===== config.mk =====
export PLATFORM = sky130hd
export DESIGN_NAME = store_write_buffer
export DESIGN_NICKNAME = d
export VERILOG_FILES = /design/src/rtl/store_write_buffer.sv
export SDC_FILE = /design/constraint.sdc
export NUM_CORES = 1
export LEC_CHECK = 0
export ABC_AREA = 1
export CAP_MARGIN = 5
export CORE_AREA = 10 10 263 139
export DETAILED_ROUTE_END_ITERATION = 6
export DIE_AREA = 0 0 273 149
export GPL_ROUTABILITY_DRIVEN = 0
export PLACE_DENSITY_LB_ADDON = 0.25
export SYNTH_ARGS = -nofsm -noshare
export SYNTH_HDL_FRONTEND = slang
export SYNTH_SLANG_ARGS = --single-unit

===== constraint.sdc =====
create_clock -name clk -period 11.5 [get_ports clk]
set_clock_uncertainty 0.05 [all_clocks]
set_input_delay 2.3 -clock clk [delete_from_list [all_inputs] [get_ports clk]]
set_output_delay 2.3 -clock clk [all_outputs]
set_load 0.005 [all_outputs]

===== src/rtl/store_write_buffer.sv =====
// store_write_buffer: turns 32-bit register stores into lane-formatted
// byte/half/word memory writes. It rejects misaligned requests, holds
// aligned writes in a DEPTH-entry FIFO, and drains them in order over a
// valid/ready handshake.
module store_write_buffer #(
    parameter int DEPTH  = 4,
    parameter int ADDR_W = 32
) (
    input  logic                     clk,
    input  logic                     rst_n,
    input  logic                     st_valid,
    output logic                     st_ready,
    input  logic [ADDR_W-1:0]        st_addr,
    input  logic [31:0]              st_data,
    input  logic [1:0]               st_size,
    output logic                     st_misalign,
    output logic                     mem_valid,
    input  logic                     mem_ready,
    output logic [ADDR_W-1:0]        mem_addr,
    output logic [31:0]              mem_wdata,
    output logic [3:0]               mem_be,
    output logic [$clog2(DEPTH):0]   count
);
    localparam int PW = $clog2(DEPTH);
    localparam int CW = PW + 1;

    // entry storage; contents only matter while counted as occupied
    logic [ADDR_W-1:0] addr_q [DEPTH];
    logic [31:0]       data_q [DEPTH];
    logic [3:0]        be_q   [DEPTH];

    logic [PW-1:0] wr_q, rd_q;
    logic [CW-1:0] count_q, count_d;
    logic          misalign_q;

    logic        misal;
    logic [31:0] fmt_data;
    logic [3:0]  fmt_be;
    logic        accept, enq, pop;

    // classify the request and build replicated data and byte enables
    always_comb begin
        misal    = 1'b0;
        fmt_data = st_data;
        fmt_be   = 4'b1111;
        case (st_size)
            2'b00: begin
                fmt_data = {4{st_data[7:0]}};
                fmt_be   = 4'b0001 << st_addr[1:0];
            end
            2'b01: begin
                misal    = st_addr[0];
                fmt_data = {2{st_data[15:0]}};
                fmt_be   = st_addr[1] ? 4'b1100 : 4'b0011;
            end
            2'b10: begin
                misal    = (st_addr[1:0] != 2'b00);
            end
            default: begin
                misal    = 1'b1;
            end
        endcase
    end

    assign st_ready = rst_n & (count_q != CW'(DEPTH));
    assign accept   = st_valid & st_ready;
    assign enq      = accept & ~misal;
    assign mem_valid = (count_q != '0);
    assign pop      = mem_valid & mem_ready;

    // occupancy: enq and pop together leave it unchanged
    always_comb begin
        count_d = count_q;
        if (enq && !pop)
            count_d = count_q + CW'(1);
        else if (!enq && pop)
            count_d = count_q - CW'(1);
    end

    // pointers, occupancy and the rejection pulse
    always_ff @(posedge clk) begin
        if (!rst_n) begin
            wr_q       <= '0;
            rd_q       <= '0;
            count_q    <= '0;
            misalign_q <= 1'b0;
        end else begin
            if (enq) wr_q <= wr_q + PW'(1);
            if (pop) rd_q <= rd_q + PW'(1);
            count_q    <= count_d;
            misalign_q <= accept & misal;
        end
    end

    // write the formatted entry at the tail; no reset needed on payload
    always_ff @(posedge clk) begin
        if (enq) begin
            addr_q[wr_q] <= {st_addr[ADDR_W-1:2], 2'b00};
            data_q[wr_q] <= fmt_data;
            be_q[wr_q]   <= fmt_be;
        end
    end

    assign mem_addr    = mem_valid ? addr_q[rd_q] : '0;
    assign mem_wdata   = mem_valid ? data_q[rd_q] : '0;
    assign mem_be      = mem_valid ? be_q[rd_q]   : '0;
    assign st_misalign = misalign_q;
    assign count       = count_q;
endmodule


==> flow_results.org, run 1 <==
** Yosys
- After synthesis the cells add up to 11100 um2.
- Fraction of the mapped netlist area in compound gates :: 10.1%
- By area, the combinational part of the netlist is dominated by simple AND/OR/NAND/NOR gates.
- Yosys mapped the design onto 23 distinct sky130hd cell types.
- In this run, synthesis inferred 264 flip-flops with an integrated enable.
- Share of synthesized area occupied by flip-flops and latches :: 73.2%
- Average footprint of a synthesized cell :: 11.8 um2
- Library cell with the highest instance count after synthesis :: sky130_fd_sc_hd__nor2_1
- Counting instances in the post-synthesis netlist gives the leading cell types as sky130_fd_sc_hd__nor2_1 (278), sky130_fd_sc_hd__edfxtp_1 (264), sky130_fd_sc_hd__o21ai_0 (79).
- Of the total synthesized cell area, the portion taken by full adders, half adders and majority gates is 0.744%.
- Yosys attributes the largest share of cell area to sky130_fd_sc_hd__edfxtp_1 (71%), sky130_fd_sc_hd__nor2_1 (9.4%), sky130_fd_sc_hd__o21ai_0 (3.6%), sky130_fd_sc_hd__a21oi_1 (3.2%), sky130_fd_sc_hd__o21ai_1 (3.0%).
- Top cell type's share of synthesized area :: 71.4%
- After Yosys synthesis, and, or, nand and nor cells account for 11.9% of the synthesized area.
- Summed over all instances, the cell type with the most area after synthesis is sky130_fd_sc_hd__edfxtp_1.
- Fraction of registers with async set or reset after synthesis :: 0%
- Yosys printed 0 warnings.
- XOR/XNOR share of the synthesized area :: 0.158%
- Synthesis produced a netlist whose cell count is 937.
- Post-synthesis mux area share :: 0%
- The most used flip-flop cell after synthesis is sky130_fd_sc_hd__edfxtp_1.
- Number of storage elements in the synthesis netlist :: 274

** Worst hold path
- Along the worst hold path, the cell count comes to 2.
- The worst hold path belongs to the class flop to flop.

** Floorplanning
- The floorplan step set the die height to 149 um.
- Die boundary width :: 273 um
- Core ar. :: 32300 um2
- Total I/O pin count :: 144
- Starting utilization of the core area :: 34.4%
- The floorplan step defined a die boundary enclosing 40700 um2.
- Count of standard-cell rows :: 47

** Worst setup path
- Worst path required time :: 9.15 ns
- Bufs and invs on worst path :: 3
- Kind of cell adding the most delay to the critical path :: buffers and inverters
- In this run the worst path has a maximum fanout of 7.
- Counting stages on the worst path, the most repeated cell is sky130_fd_sc_hd__clkdlybuf4s50_1.
- Data arrives at the worst endpoint at 3.68 ns.
- The critical path is of the primary input to primary output type.
- Path depth of the worst reg2reg path :: 7
- Minimum setup slack among reg-to-reg paths :: 8.54 ns
- In this run the critical register-to-register path is captured at data_q[0][13].
- Crit path launch type :: primary input
- Destination of the critical timing path :: st_ready
- The worst setup path is captured at a primary output.
- Crit path depth :: 4
- Library cell contributing the largest single delay on the critical path :: sky130_fd_sc_hd__clkdlybuf4s50_1
- CP Launch Point :: rst_n
- Startpoint of the most critical register-to-register path :: count[0]
- Ordered list of cells on the worst path :: clkdlybuf4s50_1, inv_1, a21oi_1, clkdlybuf4s50_1
- In this design, the stage delay of the slowest critical-path cell is 0.61 ns.

** Timing
- Count of final setup violators :: 0
- At the pin with the least slew margin, the transition time is 1.03 ns.
- In the final timing run, aggregate negative setup slack is 0 ns.
- Minimum clock period :: 6.03 ns
- Setup repair after global routing left no endpoint under its margin.
- Maximum clock rate :: 166 MHz
- The final-report max-slew violation count came to 0.
- The final-report hold violation count came to 0.
- Normalized max-slew margin :: 31.0%
- Of the available clock period, the critical path in the final layout requires 52.4%.
- Post-Route Hold Slack :: 0.448 ns

** CTS
- CTS built an H-tree with a depth of 1.
- Clock tree from TritonCTS :: yes
- Hold buffers post-CTS :: 0
- Total of cells resized after clock tree synthesis :: 0
- After clock tree synthesis, the setup repair step added 0 buffers.
- Buffers inserted during clock tree synthesis total 26.
- The clock drives 274 sinks.
- Maximum clock path buffer count :: 3
- Clock edge transition at the registers on the reported setup and hold paths :: 0.06 ns
- Clock Root Buffer :: sky130_fd_sc_hd__clkbuf_16
- Source-to-sink clock delay at the later pin of the worst-skew pair :: 0.54 ns

** Global route
- Via count of the first global-routing pass :: 7091
- Entering global routing, the biggest net connects 84 pins.
- Overall global routing resource usage :: 14.2%
- The first global-routing pass estimated 44.4 mm of wire.
- The initial antenna violation count was 2.
- Remaining global-route overflow :: 0

** Power
- For this design the ratio of total power to cell area is 218 nW/um2.
- The completed layout was analyzed and its total power is 0.00298 W.
- Peak ir drop on the vdd network :: 0.195 mV
- Standby leakage power :: 4.61 nW

** Detailed routing
- Detailed Route Iter0 Violations :: 475
- For this block, the routed nets add up to 29.8 mm of wire.
- After detailed routing, the average wire length per cell comes to 19.5 um.
- Via count :: 7233
- In this run the remaining antenna-violating nets after routing total 0.
- Before antenna repair, the detailed router went through 5 iterations.
- In the routed layout, each cell is associated on average with a via count of 4.74.
- For this run, design rule violations remaining after detail routing come to 0.

** Finish
- In the final layout, the share of cells above drive strength 1 is 5.72%.
- P&R area growth vs syn :: 23.3%
- # nets final :: 1139

** Placement
- Placed wire-length estimate after detailed placement :: 17.2 mm
- Number of input and output port buffers inserted :: 141

** Job
- Number of max-capacitance violations reported :: 0

** Status
- Outcome :: finished clean
[cell usage in the layout (no fill, tap or decap), drive strengths merged]
cell and n:
a21oi 72, buf 12, bufinv 1, clkbuf 32, clkdlybuf4s50 141, clkinv 14, clkinvlp 1, conb 2
dfxtp 10, diode 3, edfxtp 264, fa 1, ha 5, inv 28, nand2 63, nand3 6
nor2 279, o211ai 5, o21ai 145, xor2 2
[through the flow]
step	cells	setup slack, ns	utilization (%)	instance area (um2)
3_5_place_dp	1476	5.38	39.9	12900
5_1_grt	1526	5.20	42.4	13700
3_3_place_gp	1476	5.43	39.9	12900
2_1_floorplan	938	5.25	-	11100
4_1_cts	1524	5.42	42.4	13700
6_report	1527	5.47	42.4	13700
[sequential cells by signal (all words and copies together), names as in the netlist, named ones only]
signal / cells
data_q: 128
addr_q: 120
wr_q: 2
rd_q: 2
be_q: 16
st_misalign: 1
count: 3
[worst min-delay path, stage by stage (launching register included)]
cell and delay (ns):
sky130_fd_sc_hd__dfxtp_1 0.32, sky130_fd_sc_hd__nand2_1 0.06, sky130_fd_sc_hd__a21oi_1 0.07
[final cells by class]
type	instances	area (um2)
Antenna cell	3	7.51
Clock buffer	32	694
Clock inverter	16	100
Fill cell	3015	18600
Inverter	28	108
Multi-Input combinational cell	580	2580
Sequential cell	274	8130
Tap cell	441	552
Timing Repair Buffer	153	1500
[power breakdown]
part | leakage (nW) | switching, W | internal (W)
Clock | 0.394 | 0.000366 | 0.000450
Sequential | 2.47 | 0.0000489 | 0.00113
Combinational | 1.75 | 0.000538 | 0.000452
[worst min-delay path by stage]
stage | end | startpoint | slack [ns]
3_5_place_dp | flop | rd_q[1] | 0.44
5_1_grt | flop | rd_q[1] | 0.48
6_report | flop | rd_q[1] | 0.45
4_1_cts | flop | rd_q[1] | 0.45
3_3_place_gp | flop | rd_q[0] | 0.44
2_1_floorplan | flop | rd_q[1] | 0.42
[cells by family after synthesis]
family	count (synthesis)
flops	274
compound gates	222
fa+ha+maj	6
simple gates	348
other cells	1
xor+xnor	2
buf+inv	84
[metal layers]
layer	track usage, %	routed length, um	vias to the layer above
li1	-	-	3519
met1	19.6	14200	3527
met2	22.3	13500	154
met3	3.23	1630	33
met4	3.11	532	0
met5	0	0	-
(Power assumes the default switching activity.)
==> run 2, diff against run 1 <==
==> constraint.sdc (replaced) <==
create_clock -name clk -period 5 [get_ports clk]
set_clock_uncertainty 0.05 [all_clocks]
set_input_delay 1 -clock clk [delete_from_list [all_inputs] [get_ports clk]]
set_output_delay 1 -clock clk [all_outputs]
set_load 0.005 [all_outputs]
==> run 2 against run 1 <==
Effect of this change:
- non-clock buffer count rose by 4
- largest cell class unchanged
- register-to-register slack got worse by 5.7 ns
- worst setup slack got worse by 4.4 ns
- via count grew 0.39%
- sequential share of layout area shrank 0.44 points
==> flow_results.org, run 2 (synthesis results as in run 1) <==
** Power
- Peak ir drop on the vdd network :: 0.240 mV (was 0.195 mV)
- The power density over cell area came to 505 nW/um2 (was 218 nW/um2).
- Standby leakage power :: 4.65 nW (was 4.61 nW)

** Timing
- Transition time at the pin with the least slew margin :: 0.941 ns (was 1.03 ns)
- Counting I/O delays and the setup requirement, the final critical path takes 3.89 ns.
- Timing would allow up to 257 MHz.
- The sum of negative setup slack is 0 ns (unchanged).
- Max Slew Vio Count :: 0 (unchanged)
- The final worst setup slack is 1.11 ns (was 5.47 ns).
- Unrepaired setup endpoints after global routing :: no (unchanged)
- The final critical path takes up 77.7% of the cycle.
- Total count of hold-check failures in the final report :: 0 (unchanged)
- The worst slew margin relative to its limit was 36.6% (was 31.0%).
- The number of setup violations in the final report came to 0 (unchanged).

** CTS
- The H-tree depth reported by CTS came to 1 (unchanged).
- The clock transition at the register clock pins on the worst setup and hold paths after CTS is 0.06 ns (about the same).
- The number of clock sinks seen by CTS is 274 (unchanged).
- Maximum clock path buffer count :: 3 (unchanged)
- Hold buffers post-CTS :: 0 (unchanged)
- Post-CTS setup buffers :: 0 (unchanged)
- The cell chosen for the clock root is sky130_fd_sc_hd__clkbuf_16 (unchanged).
- The CTS tree was yes (unchanged).
- Number of buffers inserted during clock tree synthesis :: 26 (unchanged)
- Source-to-sink clock delay at the later pin of the worst-skew pair :: 0.53 ns (was 0.54 ns)
- Total of cells resized after clock tree synthesis :: 0 (unchanged)

** Global route
- Remaining global-route overflow :: 0 (unchanged)
- The via count of the first global-routing pass came to 7075 (was 7091).
- The initial antenna violation count was 2 (unchanged).
- Largest net degree at the start of global routing :: 88 (was 84)
- First-pass GRT wire length :: 44.6 mm (was 44.4 mm)
- The global router's overall resource usage is 14.2% (about the same).

** Worst setup path
- The setup slack of the most critical reg-to-reg path is 2.79 ns (was 8.54 ns).
- Endpoint arrival time on the critical path :: 2.84 ns (was 3.68 ns)
- WS Path Type :: flop to primary output (was primary input to primary output)
- The worst reg2reg path depth is 7 (unchanged).
- Crit path launch type :: flop (was primary input)
- The endpoint kind of the worst setup timing path is a primary output (unchanged).
- The data required time of the worst path is 3.95 ns (was 9.15 ns).
- Max FO, Critical Path :: 87 (was 7)

** Worst hold path
- Min-delay worst type :: flop to flop (unchanged)
- The cell depth of the worst hold path was 2 (unchanged).

** Floorplanning
- Total I/O pin count :: 144 (unchanged)
- Die span in y :: 149 um (unchanged)
- The starting utilization of the core area came to 34.4% (unchanged).
- The overall die area was 40700 um2 (unchanged).
- Count of standard-cell rows :: 47 (unchanged)
- Core ar. :: 32300 um2 (unchanged)
- Die boundary width :: 273 um (unchanged)

** Finish
- The flip-flop count of the largest register, all copies and words added is 128 (unchanged).
- The most common cell after layout, fill and taps aside is sky130_fd_sc_hd__nor2_1 (unchanged).
- The count of nets after finishing is 1143 (was 1139).
- P&R area growth vs syn :: 24.2% (was 23.3%)
- Regs by FF count :: data_q: 128 flops, addr_q: 120 flops, be_q: 16 flops (unchanged)
- Register name with the most flops :: data_q (unchanged)
- The final core area utilization was 42.7% (was 42.4%).
- The final standard cell area without fillers is 13800 um2 (was 13700 um2).
- Share of post-route cells with drive strength above 1 :: 5.98% (was 5.72%)
- Most frequent cells in the layout :: sky130_fd_sc_hd__nor2_1 (274), sky130_fd_sc_hd__edfxtp_1 (264), sky130_fd_sc_hd__clkdlybuf4s50_1 (141) (unchanged)

** Job
- Number of max-capacitance violations reported :: 0 (unchanged)

** Detailed routing
- The overall routed net length came to 29.7 mm (was 29.8 mm).
- The iteration count of the initial detailed-routing pass is 5 (unchanged).
- The vias after detailed routing came to 7261 (was 7233).
- The mean number of vias per cell came to 4.74 (about the same).
- The average wire per cell in the routed design came to 19.4 um (was 19.5 um).
- The number of DRC markers in iteration 0 is 445 (was 475).
- DRC violations left :: 0 (unchanged)
- Number of antenna-violating nets in the routed design :: 0 (unchanged)

** Status
- Outcome :: finished clean (unchanged)

** Placement
- The cell area reported after detailed placement is 12900 um2 (about the same).
- The count of buffers from port buffering came to 141 (unchanged).
- The post-placement worst setup slack is 1.55 ns (was 5.38 ns).
- Placed wire-length estimate after detailed placement :: 18.0 mm (was 17.2 mm)
run 2: cell count changes in the layout (fill, tap and decap cells not counted):
cell,before,now
sky130_fd_sc_hd__bufinv_16,1,2
sky130_fd_sc_hd__inv_8,0,1
sky130_fd_sc_hd__buf_12,0,3
sky130_fd_sc_hd__buf_4,12,13
sky130_fd_sc_hd__clkinv_2,8,3
sky130_fd_sc_hd__clkbuf_1,5,6
sky130_fd_sc_hd__clkinvlp_4,1,3
run 2: final timing paths:
check	start	to
max	flop	mem_wdata[5]
min	rd_q[0]	flop
max reg2reg	count[0]	addr_q[3][3]
min reg2reg	rd_q[0]	flop
run 2: critical path, cell delays in order, from the launching register on:
cell and delay, ns:
sky130_fd_sc_hd__dfxtp_4 0.71, sky130_fd_sc_hd__buf_12 0.39, sky130_fd_sc_hd__nor2_1 0.10, sky130_fd_sc_hd__nor2_1 0.09
sky130_fd_sc_hd__o21ai_0 0.09, sky130_fd_sc_hd__a21oi_1 0.28, sky130_fd_sc_hd__clkdlybuf4s50_1 0.57
run 2: layer usage:
metal	share of wire (%)	up-vias	GRT usage [%]	wire (um)
met1	48	3528	20.1	14100
met4	1.6	0	2.86	462
met3	5.6	35	3.27	1650
li1	-	3531	-	-
met5	0	-	0	0
met2	45	167	21.9	13400
run 2: through the flow:
step | cells | total power, W | hold slack (ns)
global route | 1529 | 0.00737 | 0.477
detailed placement | 1480 | 0.00514 | 0.441
finish | 1531 | 0.00696 | 0.453
CTS | 1528 | 0.00709 | 0.449
global placement | 1480 | 0.00513 | 0.435
floorplan | 938 | 0.00381 | 0.417
run 2: cell type report:
| type | instances | area (um2) |
|---|---|---|
| inverter | 28 | 108 |
| tap | 441 | 552 |
| clock buffer | 33 | 698 |
| multi-input combinational | 580 | 2580 |
| antenna | 3 | 7.51 |
| sequential | 274 | 8130 |
| clock inverter | 15 | 131 |
| fill | 3012 | 18500 |
| timing repair buffer | 157 | 1570 |
run 2: power by group:
part	total [W]	internal [W]	leakage [nW]	switching, W
clock	0.00193	0.00109	0.396	0.000837
sequential	0.00268	0.00259	2.47	0.0000806
combinational	0.00235	0.00108	1.79	0.00127
==> RTL change 1, RTL diff (settings of run 2) <==
Reset style: asynchronous (`rst_n`), changed in one clocked block.
--- a/src/rtl/store_write_buffer.sv
+++ b/src/rtl/store_write_buffer.sv
@@ -79,5 +79,5 @@
 
     // pointers, occupancy and the rejection pulse
-    always_ff @(posedge clk) begin
+    always_ff @(posedge clk or negedge rst_n) begin
         if (!rst_n) begin
             wr_q       <= '0;
Function: differs if rst_n is asserted again (counterexample within 4 cycles, from zero or initial values and one cycle with rst_n low); with rst_n held inactive, the same outputs for 4 cycles.
==> RTL change 1 against run 2 <==
- setup slack lost 290 ps
- maximum frequency down 7.0%
- synthesized area is 0.27% lower
- utilization shrank 0.26 points
- routed wire length decreased by 2.3%
- sequential power up 3%
- sequential cell count down 2
- register-to-register slack lost 370 ps
- power increased by 8.0%
- final area down 0.62%
- highest routed layer unchanged
==> RTL change 1: results (changes against run 2) <==
stage;metric;value;unit;change
pwr;Flop pwr share;36.8;%;was 38.4%
synth;leading post-synthesis cells by cell area;sky130_fd_sc_hd__edfxtp_1, sky130_fd_sc_hd__nor2_1, sky130_fd_sc_hd__o21ai_0;;unchanged
final_layout;fillers;2995;;was 3012
final_layout;Buffers excl. clock;160;;was 157
detailed_routing;Pre-Repair DR Iteration Count;4;;was 5
grt;largest net degree at the start of global routing;68;;was 88
grt;wire length of the first global-routing pass;44900;um;was 44600 um
clock_tree;total clock buffers created by CTS;27;;was 26
setup_path;slowest cell on the critical path;sky130_fd_sc_hd__dfrtp_4;;was sky130_fd_sc_hd__dfxtp_4
synth;register area share after synthesis;73.4;%;was 73.2%
pwr;VDD IR max;0.260;mV;was 0.240 mV
synth;Synth cell types;24;;was 23
synth;most used standard cells in the synthesized netlist;sky130_fd_sc_hd__nor2_1, sky130_fd_sc_hd__edfxtp_1, sky130_fd_sc_hd__o21ai_0;;unchanged
synth;fraction of registers with async set or reset after synthesis;2.94;%;was 0%
status;result of the run;finished clean;;unchanged
placed_design;post-placement worst setup slack;1100;ps;was 1550 ps
synth;post-synthesis adder-cell area fraction;0.746;%;was 0.744%
pwr;logic gate share of total power;38.9;%;was 33.8%
final_layout;NumNets Final;1134;;was 1143
synth;Synth Area in Compound Gates;10.1;%;about the same
timing;Worst-Margin Slew;939;ps;was 941 ps
detailed_routing;sum of routed wire length over all layers;29000;um;was 29700 um
final_layout;share of final-layout standard cells stronger than drive strength 1;5.95;%;was 5.98%
grt;Tot GR Track Use;14.2;%;about the same
final_layout;proportion of final cell area spent on non-clock buffers;11.6;%;was 11.4%
final_layout;clock-cell share of area;5.60;%;was 6.02%
-- RTL change 1: cell count changes after synthesis, moves of 2 or more --
cell and change:
sky130_fd_sc_hd__dfxtp_1 -10, sky130_fd_sc_hd__dfrtp_1 +8, sky130_fd_sc_hd__clkbuf_2 -7, sky130_fd_sc_hd__buf_2 +5, sky130_fd_sc_hd__clkbuf_1 +5, sky130_fd_sc_hd__inv_2 -4, sky130_fd_sc_hd__nand2_1 -4, sky130_fd_sc_hd__nor2_1 -4
sky130_fd_sc_hd__a21oi_1 -3, sky130_fd_sc_hd__o21ai_0 -3, sky130_fd_sc_hd__o21ai_1 +3, sky130_fd_sc_hd__buf_1 -2, sky130_fd_sc_hd__inv_1 +2
-- RTL change 1: metal layers --
layer / share of wire, % / up-vias / wire [um] / track usage [%]
met5: 0 / - / 0 / 0
met4: 1.5 / 0 / 440 / 2.47
met3: 5.2 / 36 / 1510 / 2.98
met2: 44 / 140 / 12800 / 21.3
met1: 49 / 3514 / 14200 / 21.0
li1: - / 3496 / - / -
-- RTL change 1: final timing paths --
kind / startpoint / endpoint / slack [ps] / cells past startpoint
max: rd_q[0] / mem_wdata[14] / 820 / 6
min: wr_q[1] / wr_q[1] / 490 / 2
max reg2reg: count[0] / count[2] / 2420 / 12
min reg2reg: wr_q[1] / wr_q[1] / 490 / 2
max in group asynchronous: rst_n / rd_q[0] / 3850 / 1
min in group asynchronous: rst_n / st_misalign / 720 / 1
-- RTL change 1: metrics by stage --
step           instances  utilization [%]  hold slack (ps)  cell area, sq um
2_1_floorplan        926                -              442             11100
3_3_place_gp        1470             40.1              478             12900
3_5_place_dp        1470             40.1              476             12900
4_1_cts             1516             42.4              492             13700
5_1_grt             1516             42.4              525             13700
6_report            1516             42.4              486             13700
==> RTL change 2, RTL diff (config.mk and constraints of run 2) <==
Made on the original files. `DEPTH`: 4 -> 8.
--- a/src/rtl/store_write_buffer.sv
+++ b/src/rtl/store_write_buffer.sv
@@ -4,5 +4,5 @@
 // valid/ready handshake.
 module store_write_buffer #(
-    parameter int DEPTH  = 4,
+    parameter int DEPTH  = 8,
     parameter int ADDR_W = 32
 ) (
Ports: changed (resized count); port bits go from 144 to 145. No check against the original RTL was run, so the function may have changed too.
==> RTL change 2 against run 2 <==
- power up 74%
- register-to-register slack worse by 810 ps
- maximum frequency down 11%
- setup slack worse by 500 ps
- sequential cell count up 268
- final area up 81%
- routed wire length up 76%
- final cell count up 52%
- first-iteration DRC count rose to 4.0 times the old value
- count of clock-buffer cells in the layout up 23
- worst hold slack worse by 4.6 ps
- synthesized area up 97%
==> RTL change 2: results (changes against run 2) <==
stage;metric;value;unit;change
detailed_routing;Pre-Repair DR Iteration Count;6;;was 5
final_layout;NumNets Final;1928;;was 1143
grt;Tot GR Track Use;25.4;%;was 14.2%
status;result of the run;finished clean;;unchanged
grt;wire length of the first global-routing pass;80700;um;was 44600 um
hold_path;class of the tightest hold or removal check;reg2reg;;unchanged
detailed_routing;routed wl met3;5810;um;was 1650 um
synth;leading post-synthesis cells by cell area;sky130_fd_sc_hd__edfxtp_1, sky130_fd_sc_hd__nor2_1, sky130_fd_sc_hd__o21ai_0;;unchanged
clock_tree;Resized cells post-CTS;0;;unchanged
clock_tree;number of levels the H-tree was split into;2;;was 1
detailed_routing;sum of routed wire length over all layers;52000;um;was 29700 um
synth;register area share after synthesis;73.9;%;was 73.2%
detailed_routing;routed via count divided by cell count;6.15;;was 4.74
synth;fraction of registers with async set or reset after synthesis;0;%;unchanged
detailed_routing;Post-Route M1 WL;21600;um;was 14100 um
clock_tree;worst-skew pair later-pin latency;560;ps;was 530 ps
final_layout;area occupied by multi-input gates;4970;sq um;was 2580 sq um
hold_path;Worst Hold Path EP;rd_q[0];;
setup_path;WP data arrival;3340;ps;was 2840 ps
hold_path;cell count of the worst hold path;2;;unchanged
detailed_routing;Vias;14300;;was 7261
final_layout;share of final-layout standard cells stronger than drive strength 1;5.52;%;was 5.98%
final_layout;Top Registers;data_q (256), addr_q (240), be_q (32);;was data_q (128), addr_q (120), be_q (16)
placed_design;Port Buffers;142;;was 141
setup_path;r2r startpoint;count[1];;was count[0]
placed_design;post-placement worst setup slack;1060;ps;was 1550 ps
placed_design;HPWL Detailed;28700;um;was 18000 um
synth;Synth cell types;24;;was 23
final_layout;fillers;1881;;was 3012
setup_path;register-to-register setup slack;1980;ps;was 2790 ps
detailed_routing;number of DRC markers after the initial detailed-route iteration;1759;;was 445
pwr;static leakage;8.40;nW;was 4.65 nW
clock_tree;total clock buffers created by CTS;45;;was 26
placed_design;placed standard-cell area;23500;sq um;was 12900 sq um
grt;largest net degree at the start of global routing;199;;was 88
timing;Worst-Margin Slew;1220;ps;was 941 ps
setup_path;top fanout value on the critical path;156;;was 87
pwr;VDD IR max;0.376;mV;was 0.240 mV
detailed_routing;met2 layer wire length in the routed design;23800;um;was 13400 um
clock_tree;Post-CTS Setup Bufs;0;;unchanged
placed_design;Cell Count Post-Placement;2245;;was 1480
timing;final hold slack;448;ps;was 453 ps
synth;most used standard cells in the synthesized netlist;sky130_fd_sc_hd__edfxtp_1, sky130_fd_sc_hd__nor2_1, sky130_fd_sc_hd__o21ai_0;;was sky130_fd_sc_hd__nor2_1, sky130_fd_sc_hd__edfxtp_1, sky130_fd_sc_hd__o21ai_0
setup_path;end of the worst register-to-register path;count[3];;was addr_q[3][3]
setup_path;worst stage delay on the critical path;730;ps;was 710 ps
synth;average size of a mapped cell;12.5;sq um;was 11.8 sq um
setup_path;cells on worst reg2reg path;11;;was 7
synth;EDFF count, synth;528;;was 264
## RTL change 2: power by group
| part | total [mW] | internal [mW] | switching, mW |
|---|---|---|---|
| sequential | 5.16 | 5.07 | 0.0943 |
| combinational | 3.52 | 1.40 | 2.12 |
| clock | 3.39 | 1.86 | 1.53 |
| total | 12.1 | 8.34 | 3.74 |
## RTL change 2: logic make-up after synthesis
group / synth area share (%)
AO/OA/AOI/OAI: 11.0
XOR/XNOR: 0.161
adder cells (fa/ha/maj): 0.378
buffers and inverters: 3.66
flip-flops: 73.9
other: 0.0172
AND/OR/NAND/NOR: 10.8
## RTL change 2: area by class of cell
class | instances | area share (%)
diodes | 2 | 0.0201
multi-input cells | 1064 | 19.9
clock buffers | 56 | 4.68
flip-flops and latches | 542 | 64.8
inverters | 30 | 0.472
clock inverters | 24 | 0.853
well taps | 441 | 2.21
repair buffers | 169 | 7.07
## RTL change 2: worst max-delay path by stage
| stage | slack (ps) | start | cells after the start | endpoint |
|---|---|---|---|---|
| 2_1_floorplan | -50 | st_size[1] | 8 | addr_q[1][0] |
| 3_3_place_gp | 1170 | st_size[1] | 9 | addr_q[7][28] |
| 3_5_place_dp | 1060 | st_size[1] | 9 | addr_q[3][28] |
| 4_1_cts | 600 | flip-flop | 6 | mem_wdata[8] |
| 5_1_grt | 330 | flip-flop | 6 | mem_wdata[8] |
| 6_report | 610 | flip-flop | 8 | mem_wdata[8] |
## RTL change 2: routing by layer
layer	global-route usage, %	vias to the layer above
li1	-	6482
met1	37.1	6921
met2	38.6	845
met3	5.07	80
met4	7.04	0
met5	0	-
